===== config.mk =====
export PLATFORM = sky130hd
export DESIGN_NAME = ex_mem_branch_stage
export DESIGN_NICKNAME = d
export VERILOG_FILES = /design/src/rtl/ex_mem_branch_stage.sv
export SDC_FILE = /design/constraint.sdc
export NUM_CORES = 1
export LEC_CHECK = 0
export CAP_MARGIN = 20
export CORE_MARGIN = 3
export CORE_UTILIZATION = 30
export CTS_CLUSTER_SIZE = 28
export DETAILED_ROUTE_END_ITERATION = 6
export GPL_TIMING_DRIVEN = 1
export PLACE_DENSITY = 0.54
export SLEW_MARGIN = 10
export SYNTH_ARGS = -nofsm -noshare
export SYNTH_HDL_FRONTEND = slang
export SYNTH_SLANG_ARGS = --single-unit

===== constraint.sdc =====
create_clock -name clk -period 2.7 [get_ports clk]
set_input_delay 0.405 -clock clk [delete_from_list [all_inputs] [get_ports clk]]
set_output_delay 0.405 -clock clk [all_outputs]
set_load 0.005 [all_outputs]

===== src/rtl/ex_mem_branch_stage.sv =====
// ex_mem_branch_stage: EX->MEM register with branch resolve,
// 2-entry skid buffer and branch performance counters.
module ex_mem_branch_stage #(
  parameter int DATA_W = 32,
  parameter int REG_AW = 5,
  parameter int CNT_W  = 32
) (
  input  logic              clk,
  input  logic              rst,
  input  logic              InValid,
  output logic              InReady,
  input  logic              RegWriteE,
  input  logic              MemWriteE,
  input  logic [1:0]        ResultSrcE,
  input  logic              BranchE,
  input  logic              JumpE,
  input  logic [2:0]        BranchTypeE,
  input  logic [REG_AW-1:0] RdE,
  input  logic [DATA_W-1:0] ALUResultE,
  input  logic              ZeroE,
  input  logic              NegativeE,
  input  logic              OverFlowE,
  input  logic              CarryE,
  input  logic [DATA_W-1:0] WriteDataE,
  input  logic [DATA_W-1:0] PCPlus4E,
  input  logic [DATA_W-1:0] PCTargetE,
  output logic              PCSrcE,
  output logic [DATA_W-1:0] PCTargetOut,
  output logic              OutValid,
  input  logic              OutReady,
  output logic              RegWriteM,
  output logic              MemWriteM,
  output logic [1:0]        ResultSrcM,
  output logic [REG_AW-1:0] RdM,
  output logic [DATA_W-1:0] ALUResultM,
  output logic [DATA_W-1:0] WriteDataM,
  output logic [DATA_W-1:0] PCPlus4M,
  output logic [CNT_W-1:0]  BranchCount,
  output logic [CNT_W-1:0]  TakenCount
);

  typedef struct packed {
    logic              rw;
    logic              mw;
    logic [1:0]        rs;
    logic [REG_AW-1:0] rd;
    logic [DATA_W-1:0] alu;
    logic [DATA_W-1:0] wd;
    logic [DATA_W-1:0] pc4;
  } pkt_t;

  typedef enum logic [1:0] {
    S_EMPTY,
    S_ONE,
    S_FULL
  } state_t;

  state_t           r_state;
  state_t           w_next;
  pkt_t             r_head;
  pkt_t             r_tail;
  pkt_t             w_in;
  logic [CNT_W-1:0] r_bcnt;
  logic [CNT_W-1:0] r_tcnt;
  logic             w_accept;
  logic             w_pop;
  logic             w_cond;
  logic             w_taken;
  logic             w_ld_head;
  logic             w_ld_tail;
  logic             w_promote;
  logic             w_valid;

  assign w_in = '{
    rw:  RegWriteE,
    mw:  MemWriteE,
    rs:  ResultSrcE,
    rd:  RdE,
    alu: ALUResultE,
    wd:  WriteDataE,
    pc4: PCPlus4E
  };

  assign w_valid  = (r_state != S_EMPTY);
  assign InReady  = rst & (r_state != S_FULL);
  assign w_accept = InValid & InReady;
  assign w_pop    = w_valid & OutReady;

  // Branch condition from the SUB-mode ALU flags.
  always_comb begin
    w_cond = 1'b0;
    case (BranchTypeE)
      3'b000:  w_cond = ZeroE;
      3'b001:  w_cond = ~ZeroE;
      3'b100:  w_cond = NegativeE ^ OverFlowE;
      3'b101:  w_cond = ~(NegativeE ^ OverFlowE);
      3'b110:  w_cond = CarryE;
      3'b111:  w_cond = ~CarryE;
      default: w_cond = 1'b0;
    endcase
  end

  assign w_taken     = JumpE | (BranchE & w_cond);
  assign PCSrcE      = w_accept & w_taken;
  assign PCTargetOut = PCTargetE;

  // Skid buffer next-state and entry load controls.
  always_comb begin
    w_next    = r_state;
    w_ld_head = 1'b0;
    w_ld_tail = 1'b0;
    w_promote = 1'b0;
    unique case (r_state)
      S_EMPTY: begin
        if (w_accept) begin
          w_next    = S_ONE;
          w_ld_head = 1'b1;
        end
      end
      S_ONE: begin
        if (w_accept && w_pop) begin
          w_ld_head = 1'b1;
        end else if (w_pop) begin
          w_next = S_EMPTY;
        end else if (w_accept) begin
          w_next    = S_FULL;
          w_ld_tail = 1'b1;
        end
      end
      S_FULL: begin
        if (w_pop) begin
          w_next    = S_ONE;
          w_promote = 1'b1;
        end
      end
      default: w_next = S_EMPTY;
    endcase
  end

  // Skid buffer state register.
  always_ff @(posedge clk or negedge rst) begin
    if (!rst) r_state <= S_EMPTY;
    else      r_state <= w_next;
  end

  // Head holds the oldest packet; tail only used when full.
  always_ff @(posedge clk or negedge rst) begin
    if (!rst) begin
      r_head <= '0;
      r_tail <= '0;
    end else begin
      if (w_ld_head)      r_head <= w_in;
      else if (w_promote) r_head <= r_tail;
      if (w_ld_tail)      r_tail <= w_in;
    end
  end

  // Branch performance counters, free-running wrap.
  always_ff @(posedge clk or negedge rst) begin
    if (!rst) begin
      r_bcnt <= '0;
      r_tcnt <= '0;
    end else begin
      if (w_accept && BranchE) r_bcnt <= r_bcnt + CNT_W'(1);
      if (w_accept && w_taken) r_tcnt <= r_tcnt + CNT_W'(1);
    end
  end

  assign OutValid    = w_valid;
  assign RegWriteM   = r_head.rw & w_valid;
  assign MemWriteM   = r_head.mw & w_valid;
  assign ResultSrcM  = r_head.rs;
  assign RdM         = r_head.rd;
  assign ALUResultM  = r_head.alu;
  assign WriteDataM  = r_head.wd;
  assign PCPlus4M    = r_head.pc4;
  assign BranchCount = r_bcnt;
  assign TakenCount  = r_tcnt;

endmodule

Word-level counts from Yosys, hierarchy flattened --
Index checks and enable logic that the tools add are counted.
Storage, ports and cells: register bits after elaboration 276, input bits 150, output and inout bits 204, word-level logic and storage cells 68
Operators by class: add/subtract/negate cells 2, eq/ne operators 12, multiplexer cells 17, bitwise logic cells 12, reduce and logical (&&, ||, !) cells 8
Operators by type and width (count):
- $mux W105 | 2
- $add A32 B1 Y32 const B | 2
- $eq A3 B3 Y1 const B | 4
- $mux W2 | 5
- $ne A2 B2 Y1 const B | 4
- $and A1 B1 Y1 | 7
- $mux W1 | 7
- $pmux W1 S6 | 1
- $pmux W2 S3 | 1
- $reduce_and A4 Y1 | 1
- $reduce_bool A2 Y1 | 2
- $eq A3 B1 Y1 const B | 1
- $logic_and A1 B1 Y1 | 3
- $logic_not A3 Y1 | 1
- $ne A3 B3 Y1 const B | 1
- $not A1 Y1 | 3
- $eq A2 B1 Y1 const B | 1
- $eq A2 B2 Y1 const B | 1
- $logic_not A2 Y1 | 1
- $pmux W1 S2 | 1
- $or A1 B1 Y1 | 1
- $xor A1 B1 Y1 | 1

Depth between registers and ports, before layout --
Gate-level depths: netlist of run 1.
depth after elaboration 7, gate-level depth with buffers 8

Worst setup path after synthesis of run 1 --
Ideal clock, no wire load.
path type in2reg, start input port InValid, end register r_tail[60] in the netlist's numbering, library setup time 0.125 ns, data arrival time 1.858 ns, required time 2.575 ns, setup slack 0.717 ns, cell stages on the path 7, buffers on the path 3, cells stage by stage nand2_1 nor2_1 and2_1 clkbuf_1 clkbuf_1 buf_2 mux2_2
On the way: cells in the longest elaborated chain, start to end 5, elaborated cells between the ends (all ways) 6, classes of those cells mux (4); bitwise (1); reduce/logical (1)
Ends and longest elaborated chain:
- start, declared | RTL line 10 | input logic InValid,
- $and A1 B1 Y1 (*) | RTL line 86 | assign w_accept = InValid & InReady;
- $mux W1 | RTL line 125 | end else if (w_accept) begin
- $mux W1 | RTL line 123 | end else if (w_pop) begin
- $mux W1 (*) | RTL line 121 | if (w_accept && w_pop) begin
- $mux W1 (*) | RTL line 113 | unique case (r_state)
- end signal, assigned | RTL line 154 | if (w_ld_tail) r_tail <= w_in;
- end, declared | RTL line 61 | pkt_t r_tail;
Mark *: on every way between the ends. The rest lies on a longest branch, timed or not. A chain may end at the register's enable or synchronous reset.

Worst setup path in the final report of run 1 --
start input port rst, end output port PCSrcE
On the way: cells in the longest elaborated chain, start to end 3
Ends and longest elaborated chain:
- start, declared | RTL line 9 | input logic rst,
- $and A1 B1 Y1 | RTL line 85 | assign InReady = rst & (r_state != S_FULL);
- $and A1 B1 Y1 | RTL line 86
- $and A1 B1 Y1 | RTL line 104 | assign PCSrcE = w_accept & w_taken;
- end, declared | RTL line 27 | output logic PCSrcE,
No other way between the ends.

==> out/results.tsv, run 1 <==
metric	value	unit
multi-input logic area	4384	µm²
Final setup viols	0	
CTS max path bufs	3	
reg-to-reg startpoint	r_state[1]	
cts bufs inserted	34	
initial detailed-routing violation count	513	
Num Clock Sinks	276	
Max Fclk	406.4	MHz
EDFF count, synth	0	
post-synthesis register bit count	276	
CTS clk-pin slew, worst paths	60	ps
drt pass-1 iters	4	
Hold/Removal Path Class	input pin to asynchronous set/reset pin	
# DRC	0	
crit-path cells	dlygate4sd3_1 -> buf_8 -> nand2_1 -> nor2_2 -> nand4_4 -> inv_2 -> dlygate4sd2_1	
I/O Buffers	289	
Routed wire per std cell	17.73	µm
Crit. End Element	output pin	
ys async rst share	100.0	%
critical path launch point type	input pin	
vias in the first global route	8844	
status	finished clean	
routed vias	8599	
Logic pwr share	20.6	%
initial antenna violation count	2	
CTS root buf	clkbuf_16	
Die Span Y	210.3	µm
Clock power frac	35.0	%
Vias per Instance	4.686	
synth top area cells	dfrtp_1, mux2_2, buf_4, nand2_1, a22oi_1	
unrepaired setup endpoints after global routing	no	
Mapped Cells	1119	
crit path DAT	2060	ps
Sequential Power Share	44.4	%
Die X	210.3	µm
CTS tree	done	
post-DP HPWL	20930	µm
actual slew at the worst max-slew pin	826.9	ps
Leakage	7.277	nW
reg2reg path depth	6	
NetSw	3.439	mW
Ys Warns	0	
Overflow after GRT	0	
switching share of power	25.89	%
post-synth top area share	55.16	%
Cells after DPL	1773	
largest net degree at the start of global routing	129	
register area share after synthesis	55.16	%
slew margin rel.	44.87	%
die area	44220	µm²
top-level port count	354	
Final Power	13.28	mW
slowest stage delay, CP	560	ps
share of cells above drive strength 1	15.98	%
most frequent cell after synthesis	dfrtp_1	
Initial Utilization	30.53	%
CP max-delay cell	dlygate4sd3_1	
Layout area overhead	30.26	%
critical path type	input pin to output pin	
Setup Skew	9.103	ps
CP Max Fanout	16	
non-filler cells, final	1835	
ANT nets after route	0	
Routed WL	32530	µm
register area	6907	µm²
first-pass GRT wire length	51560	µm
Cell variety after synth	41	
num rows	74	
reg2reg setup slack	570	ps
post-synth net total	1271	
Post-Syn Area	12520	µm²
GP Congestion	0.7389	
fillers	3970	
max-cap violations	0	
worst flop-to-flop path endpoint	BranchCount[27]	
Tmin final	2461	ps
Final period util	91.14	%
worst vdd ir	0.0004609	V
cell taking the most area after synthesis	dfrtp_1	
Final Hold Viols	0	
total core area	41020	µm²
ys flop type	dfrtp_1	
Final Max Slew Viols	0	
post-CTS setup buffers	0	
PD cells	814.4	nW/µm²
clock latency on the worst-skew pair	520	ps
All-Layer GR Usage	14.58	%
internal power	9.844	mW
H-tree depth	2	
Worst Path Required	2300	ps
Synth top cells by count	dfrtp_1, nand2_1, buf_4, mux2_2, a22oi_1	
Avg Cell Area, Syn	11.19	µm²
Final #Nets	1429	
==> area by class of cell <==
cell class	count	share of cell area (%)
diodes	1	0.01534
flip-flops and latches	276	42.35
repair buffers	311	19.40
clock buffers	53	6.536
well taps	532	4.081
multi-input cells	646	26.88
clock inverters	8	0.5524
inverters	8	0.1841
==> through the flow <==
| stage | cell area (µm²) | setup WS, ps | hold slack (ps) | TNS (ps) | utilization [%] |
|---|---|---|---|---|---|
| after global placement | 15140 | -254.0 | 242.1 | -3790 | 36.92 |
| after floorplan | 12520 | 717.5 | 109.4 | 0 | - |
| final | 16310 | 239.3 | 294.4 | 0 | 39.76 |
| after detailed placement | 15140 | -256.8 | 242.0 | -4572 | 36.92 |
| after CTS | 16310 | 203.4 | 255.5 | 0 | 39.76 |
| after global routing | 16310 | 91.72 | 281.2 | 0 | 39.76 |
==> worst max-delay path: cells and delay by family <==
family,cells,cell delay [ps]
buffers and inverters,4,1070
AND/OR/NAND/NOR,3,550
==> layout by cell type (no fill, tap or decap), drive strengths merged, types with 2 or more instances in the layout <==
master	instances
nor2	22
nand4	14
clkinv	6
nor3	15
or2	2
xor2	39
nand2b	3
nand2	239
bufinv	2
dfrtp	276
nor4b	3
clkdlybuf4s50	287
and2	7
nor2b	2
inv	8
nand3	23
ha	2
nor4	15
buf	22
a22oi	105
mux2	107
or3	3
clkbuf	53
o21bai	2
and4	4
xnor2	23
and3	8
==> cell families after synthesis <==
group,after synthesis,share of synthesized area (%)
adder cells (fa/ha/maj),2,0.1998
flip-flops,276,55.16
AND/OR/NAND/NOR,362,13.66
XOR/XNOR,63,4.517
buffers and inverters,197,10.11
AO/OA/AOI/OAI,111,6.645
multiplexers,108,9.703
==> sequential cells by signal (all words and copies together), names as in the netlist <==
register     flops
ALUResultM      32
ResultSrcM       2
WriteDataM      32
r_tail         105
BranchCount     32
PCPlus4M        32
TakenCount      32
RdM              5
r_state          2
r_head           2
==> power groups by stage <==
stage	clock network (mW)	logic (mW)	registers [mW]
after floorplan	0	1.77	5.78
after global placement	0	2.73	5.92
after detailed placement	0	2.79	5.96
after CTS	4.83	2.80	5.90
after global routing	4.99	3.01	6.04
final	4.66	2.73	5.90
==> per-layer routing <==
layer	routed length [µm]	GRT usage, %
met5	13	0
met4	773	5.115
met3	2022	4.123
met2	15050	22.61
met1	14680	19.65
==> timing repair <==
| item | CTS | global route |
|---|---|---|
| endpoints found under the setup margin | 1 | 0 |
| resized for setup | 5 | 0 |
| endpoints found under the hold margin | 11 | 0 |
| hold buffers | 1 | 0 |
==> worst max path at each step <==
| stage | from | to | depth (start not counted) |
|---|---|---|---|
| after detailed placement | BranchTypeE[0] | PCSrcE | 7 |
| after CTS | rst | PCSrcE | 7 |
| after global placement | BranchTypeE[0] | PCSrcE | 7 |
| final | rst | PCSrcE | 7 |
| after floorplan | InValid | r_tail[60] | 7 |
| after global routing | rst | PCSrcE | 7 |
No activity file was read; power rests on OpenSTA's default activity.
==> run 2: changes to the inputs <==
Settings changed: CORE_UTILIZATION 30 to 48, GPL_TIMING_DRIVEN 1 to default, PLACE_DENSITY 0.54 to 0.8.
==> run 2 against run 1 <==
Compared with the run above: die area fell by 37%; non-clock buffer count increased by 2; register-to-register slack lost 70 ps; via count is 0.36% higher; first-iteration DRC count is 44% higher; largest power group unchanged.
==> out/results.tsv, run 2 (synthesized netlist as in run 1, its figures left out) <==
metric	value	unit	change
largest reg by FF count	r_tail		
vias in the first global route	8990		+1.7%
CTS max path bufs	3		unchanged
TNS Setup	0	ps	unchanged
worst vdd ir	0.0005393	V	+17%
Final Max Slew Viols	0		unchanged
status	finished clean		
first-pass GRT wire length	47720	µm	-7.5%
worst setup path endpoint	PCSrcE		
Final #Nets	1427		-0.14%
ANT nets after route	0		unchanged
Hold/Removal Path Class	input pin to asynchronous set/reset pin		
routed length on met2	14600	µm	-3.0%
Final Hold Viols	0		unchanged
Overflow after GRT	0		unchanged
crit path DAT	2220	ps	+160 ps
largest net degree at the start of global routing	187		+45%
H-tree depth	1		-1
Max Fclk	381.3	MHz	-6.2%
reg-to-reg startpoint	r_state[1]		
clock latency on the worst-skew pair	550	ps	+30 ps
Final Power	12.94	mW	-2.6%
routed vias	8630		+0.36%
I/O Buffers	289		unchanged
post-DP HPWL	19640	µm	-6.2%
top-level port count	354		unchanged
final worst slack	77.54	ps	-161.7 ps
most frequent cells in the layout	clkdlybuf4s50_1, dfrtp_1, nand2_1		
CTS root buf	clkbuf_16		
Leakage	7.239	nW	-0.52%
drt pass-1 iters	5		+1
Crit. End Element	output pin		
critical path launch point type	input pin		
slew margin rel.	27.63	%	-17 points
pre-CTS setup slack	-158.9	ps	+97.98 ps
Routed wire per std cell	18.16	µm	+2.5%
All-Layer GR Usage	20.57	%	+6.0 points
share of cells above drive strength 1	15.74	%	-0.23 points
# DRC	0		unchanged
Vias per Instance	5.308		+13%
total core area	25400	µm²	-38%
initial detailed-routing violation count	737		+44%
CTS tree	done		
Setup Skew	11.09	ps	+1.988 ps
hold slack	354.5	ps	+60.09 ps
CP Max Fanout	20		+4
Layout area overhead	27.57	%	
most common cell after layout, fill and taps aside	clkdlybuf4s50_1		
die area	28060	µm²	-37%
Tmin final	2622	ps	+161.7 ps
Final period util	97.13	%	+6.0 points
routed length on met1	12110	µm	-17%
unrepaired setup endpoints after global routing	no		
Die Span Y	167.5	µm	-20%
Die X	167.5	µm	-20%
Num Clock Sinks	276		unchanged
Worst Path Required	2300	ps	about the same
reg2reg setup slack	500	ps	-70 ps
initial antenna violation count	2		unchanged
CTS clk-pin slew, worst paths	60	ps	about the same
cts bufs inserted	30		-12%
reg2reg path depth	7		+1
worst flop-to-flop path endpoint	TakenCount[27]		
critical path startpoint	rst		
max reg flops	105		unchanged
top sig layer	met5		
routed wl met3	2221	µm	+9.8%
PD cells	809.9	nW/µm²	-0.56%
Routed WL	29540	µm	-9.2%
max-cap violations	0		unchanged
GP Congestion	0.8243		+12%
Initial Utilization	49.30	%	+19 points
Ant. Diodes	0		-1
critical path type	input pin to output pin		
Final setup viols	0		unchanged
num rows	58		-22%
actual slew at the worst max-slew pin	1086	ps	+258.7 ps
==> run 2: repair_timing <==
action | CTS | global route
buffers inserted | 0 | 0
hold endpoints to repair | 29 | 0
resized for setup | 2 | 0
endpoints found under the setup margin | 1 | 0
hold buffers | 1 | 0
==> run 2: cell type report <==
type                    count  area, µm²
inverters                   8      30.03
clock buffers              42      887.1
well taps                 330      412.9
fillers                  2001       9427
repair buffers            313       3204
flip-flops and latches    276       6907
clock inverters            11      163.9
multi-input cells         646       4368
==> run 2: report_power, final <==
part	total, mW	switching, mW	internal [mW]
Combinational	2.73	1.01	1.71
Clock	4.29	1.63	2.65
Sequential	5.92	0.687	5.24
Total	12.9	3.33	9.60
==> run 2: per-stage QoR <==
stage | std cells | util [%] | cell area, µm²
floorplan | 1119 | - | 12520
detailed placement | 1572 | 58.70 | 14910
global placement | 1572 | 58.70 | 14910
CTS | 1626 | 62.89 | 15970
global route | 1626 | 62.89 | 15970
finish | 1626 | 62.89 | 15970
==> run 2: critical path, stage by stage <==
cell and delay (ps):
dlygate4sd3_1 620, buf_8 210, nand2_1 110, nor2_2 180
nand4_2 210, buf_12 190, inv_1 40, dlygate4sd2_1 220
==> run 2: routing by layer <==
layer / up-vias / track usage [%]
met3: 50 / 5.571
met1: 4307 / 26.42
met4: 4 / 5.087
li1: 3996 / -
met2: 273 / 34.94
met5: - / 0
==> run 2: worst min path at each step <==
| stage | from | endpoint | slack [ps] | cells past startpoint |
|---|---|---|---|---|
| final | rst | BranchCount[10] | 350 | 2 |
| after global routing | rst | BranchCount[10] | 340 | 2 |
| after CTS | rst | BranchCount[13] | 320 | 2 |
| after detailed placement | rst | BranchCount[10] | 240 | 1 |
| after global placement | rst | BranchCount[10] | 240 | 1 |
| after floorplan | rst | ALUResultM[0] | 110 | 0 |
